### src/rtl/uart_rx_fifo.sv
// uart_rx_fifo: 8N1 UART receiver with 16x oversampling feeding a show-ahead FIFO
module uart_rx_fifo #(
  parameter int CLK_FREQ   = 50000000,
  parameter int BAUD       = 115200,
  parameter int FIFO_DEPTH = 16
) (
  input  logic                        clk,
  input  logic                        rst,
  input  logic                        rx_i,
  input  logic                        rd_en,
  input  logic                        clr_err,
  output logic [7:0]                  rd_data,
  output logic                        empty,
  output logic                        full,
  output logic [$clog2(FIFO_DEPTH):0] count,
  output logic                        frame_err,
  output logic                        overrun,
  output logic                        busy
);
  localparam int DIV = CLK_FREQ / (BAUD * 16);
  localparam int DW  = DIV > 1 ? $clog2(DIV) : 1;
  localparam int AW  = $clog2(FIFO_DEPTH);
  typedef enum logic [2:0] {IDLE, START, DATA, STOP, BRK} state_t;
  state_t state, state_n;
  logic s1, rxs, rxs_d, tick, push, bad_stop, pop, wr, ovf;
  logic [DW-1:0] div_cnt, div_n;
  logic [3:0] os_cnt, os_n;
  logic [2:0] bit_cnt, bit_n;
  logic [7:0] shift, shift_n;
  logic [7:0] mem [FIFO_DEPTH];
  logic [AW-1:0] rd_ptr, wr_ptr;
  assign tick = div_cnt == DW'(DIV - 1);
  assign busy = state != IDLE;
  always_ff @(posedge clk or posedge rst)
    if (rst) begin
      state     <= IDLE;
      s1        <= 1'b1;
      rxs       <= 1'b1;
      rxs_d     <= 1'b1;
      div_cnt   <= '0;
      os_cnt    <= '0;
      bit_cnt   <= '0;
      shift     <= '0;
      frame_err <= 1'b0;
    end else begin
      state     <= state_n;
      s1        <= rx_i;
      rxs       <= s1;
      rxs_d     <= rxs;
      div_cnt   <= div_n;
      os_cnt    <= os_n;
      bit_cnt   <= bit_n;
      shift     <= shift_n;
      frame_err <= bad_stop;
    end
  always_comb begin
    state_n  = state;
    div_n    = tick ? '0 : div_cnt + 1'b1;
    os_n     = tick ? os_cnt + 1'b1 : os_cnt;
    bit_n    = bit_cnt;
    shift_n  = shift;
    push     = 1'b0;
    bad_stop = 1'b0;
    case (state)
      IDLE: if (rxs_d && !rxs) begin
        state_n = START;
        os_n    = '0;
        div_n   = '0;
      end
      START: if (tick && os_cnt == 4'd7) begin
        state_n = rxs ? IDLE : DATA;
        os_n    = '0;
        bit_n   = '0;
      end
      DATA: if (tick && os_cnt == 4'd15) begin
        shift_n = {rxs, shift[7:1]};
        bit_n   = bit_cnt + 1'b1;
        state_n = bit_cnt == 3'd7 ? STOP : DATA;
      end
      STOP: if (tick && os_cnt == 4'd15) begin
        push     = rxs;
        bad_stop = !rxs;
        state_n  = rxs ? IDLE : BRK;
      end
      BRK: state_n = rxs ? IDLE : BRK;
      default: state_n = IDLE;
    endcase
  end
  // a pop in the same cycle frees the slot, so a push into a full FIFO is still accepted
  assign empty   = count == '0;
  assign full    = count == (AW+1)'(FIFO_DEPTH);
  assign rd_data = mem[rd_ptr];
  assign pop     = rd_en && !empty;
  assign wr      = push && (!full || rd_en);
  assign ovf     = push && full && !rd_en;
  always_ff @(posedge clk)
    if (wr) mem[wr_ptr] <= shift;
  always_ff @(posedge clk or posedge rst)
    if (rst) begin
      rd_ptr  <= '0;
      wr_ptr  <= '0;
      count   <= '0;
      overrun <= 1'b0;
    end else begin
      rd_ptr  <= pop ? rd_ptr + 1'b1 : rd_ptr;
      wr_ptr  <= wr ? wr_ptr + 1'b1 : wr_ptr;
      count   <= count + (AW+1)'(wr) - (AW+1)'(pop);
      overrun <= ovf || (overrun && !clr_err);
    end
endmodule
### config.mk
export PLATFORM = sky130hd
export DESIGN_NAME = uart_rx_fifo
export DESIGN_NICKNAME = d
export VERILOG_FILES = /design/src/rtl/uart_rx_fifo.sv
export SDC_FILE = /design/constraint.sdc
export NUM_CORES = 1
export LEC_CHECK = 0
export CORE_ASPECT_RATIO = 0.9
export CORE_UTILIZATION = 45
export DETAILED_ROUTE_END_ITERATION = 12
export PLACE_DENSITY = 0.68
export RECOVER_POWER = 25
export SYNTH_ARGS = -nofsm -noshare
export SYNTH_HDL_FRONTEND = slang
export SYNTH_SLANG_ARGS = --single-unit
### constraint.sdc
create_clock -name clk -period 3.97 [get_ports clk]
set_input_delay 1.191 -clock clk [delete_from_list [all_inputs] [get_ports clk]]
set_output_delay 1.191 -clock clk [all_outputs]
set_load 0.01 [all_outputs]
# Word level (Yosys, flattened, before mapping)
# Memories as Yosys holds them, arrays and structs flattened.
# Cells that the tools add are included.
dict set report classes {
  n_addsub 7
  eq_ne 13
  muxes 24
  reduce_logical 22
}
# operator n
set op_table {}
lappend op_table {{$mux 3} 7}
lappend op_table {{$mux 5} 3}
lappend op_table {{$pmux 3 s5} 1}
lappend op_table {{$add 4x1->4 const B} 3}
lappend op_table {{$mux 4} 3}
lappend op_table {{$eq 5x5->1 const B} 2}
lappend op_table {{$logic_and 1x1->1} 8}
lappend op_table {{$ne 2x2->1 const B} 4}
lappend op_table {{$pmux 4 s2} 1}
lappend op_table {{$mux 1} 7}
lappend op_table {{$eq 3x2->1 const B} 2}
lappend op_table {{$eq 3x3->1 const B} 2}
lappend op_table {{$pmux 3 s2} 1}
lappend op_table {{$add 5x1->5} 1}
lappend op_table {{$add 5x1->5 const B} 1}
lappend op_table {{$logic_not 1->1} 5}
lappend op_table {{$logic_not 5->1} 1}
lappend op_table {{$sub 5x1->5} 1}
lappend op_table {{$eq 4x3->1 const B} 1}
lappend op_table {{$eq 4x4->1 const B} 1}
lappend op_table {{$reduce_and 4->1} 1}
lappend op_table {{$add 3x1->3 const B} 1}
lappend op_table {{$eq 3x1->1 const B} 1}
lappend op_table {{$logic_not 3->1} 1}
lappend op_table {{6 further kinds} 7}
dict set report word_totals {
  regBits 41
  mem_bits_rw 128
  in_bits 5
  out_inout_bits 18
  elab_cells 80
  n_memories 1
}
# memory depth width read_ports rd_ports_with_merged_regs write_ports line
set mem_list {}
lappend mem_list {mem 16 8 1 0 1 30} ;# logic [7:0] mem [FIFO_DEPTH];

# Depth between registers and ports, before layout
dict set report logic_depth {
  depth_word 7
  ltp_mapped 17
  ltp_nobuf 15
}

# Worst setup path before layout
# Ideal clock, no wire load.
dict set report synth_timing {
  kind {in2reg}
  startpoint {in rd_en}
  endpoint {reg count[4]}
  setup_ns 0.080
  arrival_time_ns 3.007
  required_time_ns 3.890
  setup_slack_ns 0.883
  path_stages 14
  path_buffers 2
  path_cell_list {nand2b_1 -> and2_1 -> buf_6 -> buf_8 -> inv_1 -> ha_1 -> inv_1 -> ha_1 -> inv_1 -> fa_1 -> inv_1 -> a21oi_1 -> o21bai_1 -> xnor2_1}
}
dict set report synth_between {
  elab_chain_len 4
  elab_cells_between_ends 5
  cone_classes {add/sub (2); reduce/logical (3)}
}
# item line
set synth_lines {}
lappend synth_lines {{start, declared} 10} ;# input logic rd_en,
lappend synth_lines {{$logic_or 1x1->1} 94} ;# assign wr = push && (!full || rd_en);
lappend synth_lines {{$logic_and 1x1->1} 94}
lappend synth_lines {{$add 5x1->5} 107} ;# count <= count + (AW+1)'(wr) - (AW+1)'(pop);
lappend synth_lines {{$sub 5x1->5 (*)} 107}
lappend synth_lines {{end signal, assigned} 107}
lappend synth_lines {{end, declared} 15} ;# output logic [$clog2(FIFO_DEPTH):0] count,
# Every way passes the cells marked *; elsewhere a longest branch is shown, timed or not.
# A chain may end at the register's enable or synchronous reset.

# Worst setup path after layout
dict set report layout_timing {
  startpoint {reg rd_ptr[0]}
  endpoint {out rd_data[2]}
}
dict set report layout_between {
  elab_chain_len 1
}
# item line
set layout_lines {}
lappend layout_lines {{start, declared} 31} ;# logic [AW-1:0] rd_ptr, wr_ptr;
lappend layout_lines {{start signal, assigned} 105} ;# rd_ptr <= pop ? rd_ptr + 1'b1 : rd_ptr;
lappend layout_lines {{$mem_v2 16x8} n/a}
lappend layout_lines {{end, declared} 12} ;# output logic [7:0] rd_data,
# Every way passes these cells.

==> flow_metrics.env <==
export IMPL_floorplan_initialDensity_pct=46.11
export IMPL_cts_max_level=4
export IMPL_clock_fmax_mhz=261.5
export IMPL_detailed_place_hpwl_um=8536
export IMPL_max_slew_margin_rel_pct=44.10
export IMPL_layout_nets=484
export IMPL_register_area_share_after_synthesis_pct=68.68
export IMPL_drt_first_iter_violations=347
export IMPL_min_period_ns=3.825
export IMPL_rsz0062_at_grt="false"
export IMPL_antennaDiodeCount=0
export IMPL_synth_seq_cells=169
export IMPL_grt_overflow_total=0
export IMPL_synth_flop_cell="sky130_fd_sc_hd__edfxtp_1"
export IMPL_post_route_cells_drive_above_1_share_pct=15.79
export IMPL_worst_hold_path_type="register to register"
export IMPL_syn_inst=435
export IMPL_fillCellCount=1214
export IMPL_detail_route_first_pass_iterations=5
export IMPL_timing_critical_path_required_ns=2.78
export IMPL_finalSetupViolations=0
export IMPL_cts_tree="built"
export IMPL_report_final_hold_viol_count=0
export IMPL_crit_arrival_ns=2.63
export IMPL_post_route_standard_cell_area_excluding_fillers_mm2=0.008118
export IMPL_fin_setup_tns_ns=0
export IMPL_cts_clk_slew_worst_paths_ns=0.06
export IMPL_leakage_uw=0.003359
export IMPL_grt_first_pass_wirelength_um=21230
export IMPL_globalplace_congestion=0.7671
export IMPL_final_max_slew_violation_count=0
export IMPL_asyncSetResetFlopFracSynth_pct=24.26
export IMPL_floorplan_core_area_mm2=0.01539
export IMPL_net_count_synth=457
export IMPL_vias_in_the_first_global_route=3869
export IMPL_pin_count_of_the_biggest_net_entering_global_routing=34
export IMPL_syn_avg_cell_area_um2=16.31
export IMPL_drt_wl_total_um=13350
export IMPL_numPortBuffers=22
export IMPL_fin_crit_sh_pct=96.34
export IMPL_top_level_ports=23
export IMPL_criticalPathCategory="register to output pin"
export IMPL_critical_path_endpoint_type="output pin"
export IMPL_synth_enable_flop_cells=128
export IMPL_critPathLaunchType="register"
export IMPL_max_slew_worst_pin_slew_ns=0.8333
export IMPL_area_sequential_mm2=0.004875
export IMPL_drtAntennaViolNets=0
export IMPL_detailed_place_area_mm2=0.007531
export IMPL_power_ir_vdd_worst_mv=0.3062
export IMPL_chipHeight_um=121.1
export IMPL_vias_per_cell=5.601
export IMPL_insertion_delay_ns=0.42
export IMPL_synthDistinctLibCells=48
export IMPL_num_vias=3792
export IMPL_clock_tree_buffer_depth=2
export IMPL_die_footprint_mm2=0.01627
export IMPL_most_frequent_standard_cell_in_the_layout_excluding_fill_and_tap_cells="sky130_fd_sc_hd__edfxtp_1"
export IMPL_status="finished clean"
export IMPL_grt_usage_pct=18.04
export IMPL_die_w_um=134.4
export IMPL_post_synth_instance_area_mm2=0.007096
export IMPL_most_common_layout_cells="sky130_fd_sc_hd__edfxtp_1 (128), sky130_fd_sc_hd__dfrtp_1 (37), sky130_fd_sc_hd__mux2i_1 (32)"
export IMPL_row_count=43
export IMPL_cts_sinks=169
export IMPL_area_taken_by_multi_input_logic_gates_mm2=0.002038
export IMPL_area_delta_synth_final_pct=14.41
export IMPL_power_per_cell_area_mw_per_mm2=605.2
export IMPL_initial_antenna_violation_count=0
export IMPL_cts_made_buffers=17
export IMPL_critPathMaxFanout=15
export IMPL_root_cell_of_the_clock_tree="sky130_fd_sc_hd__clkbuf_16"
export IMPL_fin_worst_skew_ns=0.007385
export IMPL_wl_per_cell_um=19.72
export IMPL_drv_cap=0
export IMPL_drt_drc_violations_left=0
export IMPL_synth_yosys_warnings=0
[critical path, cell delays in order (launching register included)]
cell and delay, ns:
sky130_fd_sc_hd__dfrtp_2 0.43, sky130_fd_sc_hd__buf_4 0.30, sky130_fd_sc_hd__mux2i_1 0.13, sky130_fd_sc_hd__a221oi_1 0.52
sky130_fd_sc_hd__o21ai_0 0.18, sky130_fd_sc_hd__nand2_1 0.12, sky130_fd_sc_hd__clkdlybuf4s50_1 0.54
[per-layer routing]
metal	share of wire, %	vias up	global-route usage, %
met1	44	1943	23.76
met2	49	92	29.08
met5	0	-	0
met3	4.6	25	4.302
met4	2.0	0	6.882
li1	-	1732	-
[final timing paths]
| check | to | startpoint | cells after the start | slack, ns |
|---|---|---|---|---|
| min | rxs | s1 | 0 | 0.36 |
| min in group asynchronous | os_cnt[3] | rst | 2 | 1.15 |
| max | rd_data[2] | rd_ptr[0] | 6 | 0.15 |
| min reg2reg | rxs | s1 | 0 | 0.36 |
| max in group asynchronous | rd_ptr[0] | rst | 3 | 2.12 |
| max reg2reg | count[4] | div_cnt[0] | 15 | 0.93 |
[flip-flops by register name, indices dropped and copies added (netlist names)]
signal	cells
count	5
overrun	1
s1	1
bit_cnt	3
os_cnt	4
state	3
mem	128
rxs	1
div_cnt	5
rxs_d	1
rd_ptr	4
wr_ptr	4
shift	8
frame_err	1
[area by class of cell]
type | count | area share [%]
clock inverter | 15 | 1.957
tap | 202 | 3.113
timing repair buffer | 30 | 3.607
sequential | 169 | 60.05
clock buffer | 17 | 5.240
inverter | 20 | 0.9248
multi-input combinational | 224 | 25.11
[cell families (layout without fill, tap and decap cells)]
logic type               count (synthesis)  after routing  share of synthesized area (%)
flip-flops                             169            169                          68.68
AO/OA/AOI/OAI                           51             51                          5.396
multiplexers                            57             57                          11.02
AND/OR/NAND/NOR                         83             83                          7.195
XOR/XNOR                                16             16                          1.975
buffers and inverters                   42             82                          2.627
adder cells (fa/ha/maj)                 17             17                          3.103
[per-stage QoR]
step / worst slack [ns] / utilization, % / total power, uW / hold WS (ns) / instances
6_report: 0.1454 / 52.76 / 4913 / 0.3551 / 677
5_1_grt: 0.01434 / 52.76 / 5117 / 0.3598 / 677
4_1_cts: 0.05795 / 52.74 / 4950 / 0.3536 / 677
3_5_place_dp: 0.4589 / 48.94 / 3336 / 0.3496 / 645
3_3_place_gp: 0.5371 / 48.94 / 3303 / 0.3471 / 645
2_1_floorplan: 0.8826 / - / 2904 / 0.3452 / 435
[Yosys cell counts, types with 3 or more instances]
cell type,n,area (um2)
sky130_fd_sc_hd__a21oi_1,3,15.01
sky130_fd_sc_hd__a221oi_1,16,140.1
sky130_fd_sc_hd__a22oi_1,9,67.56
sky130_fd_sc_hd__and2_1,3,18.77
sky130_fd_sc_hd__and3_1,14,87.58
sky130_fd_sc_hd__and3_2,4,30.03
sky130_fd_sc_hd__buf_2,8,40.04
sky130_fd_sc_hd__clkbuf_1,12,45.04
sky130_fd_sc_hd__dfrtp_1,38,950.9
sky130_fd_sc_hd__dfstp_2,3,78.83
sky130_fd_sc_hd__edfxtp_1,128,3844
sky130_fd_sc_hd__ha_1,16,200.2
sky130_fd_sc_hd__inv_1,20,75.07
sky130_fd_sc_hd__mux2_2,9,101.4
sky130_fd_sc_hd__mux2i_1,32,320.3
sky130_fd_sc_hd__mux4_2,16,360.4
sky130_fd_sc_hd__nand2_1,16,60.06
sky130_fd_sc_hd__nand3_1,10,50.05
sky130_fd_sc_hd__nor2_1,13,48.80
sky130_fd_sc_hd__nor2b_1,6,37.54
sky130_fd_sc_hd__o21ai_0,13,65.06
sky130_fd_sc_hd__xnor2_1,9,78.83
sky130_fd_sc_hd__xor2_1,7,61.31
[report_power, final]
part,internal (uW),switching (uW)
Clock,976,645
Sequential,1970,123
Combinational,574,623
Total,3520,1390
[timing repair]
item	4_1_cts	5_1_grt
resized for setup	0	1
setup buffers	0	0
hold buffers	0	0
endpoints found under the setup margin	0	2
(Power assumes the default switching activity.)
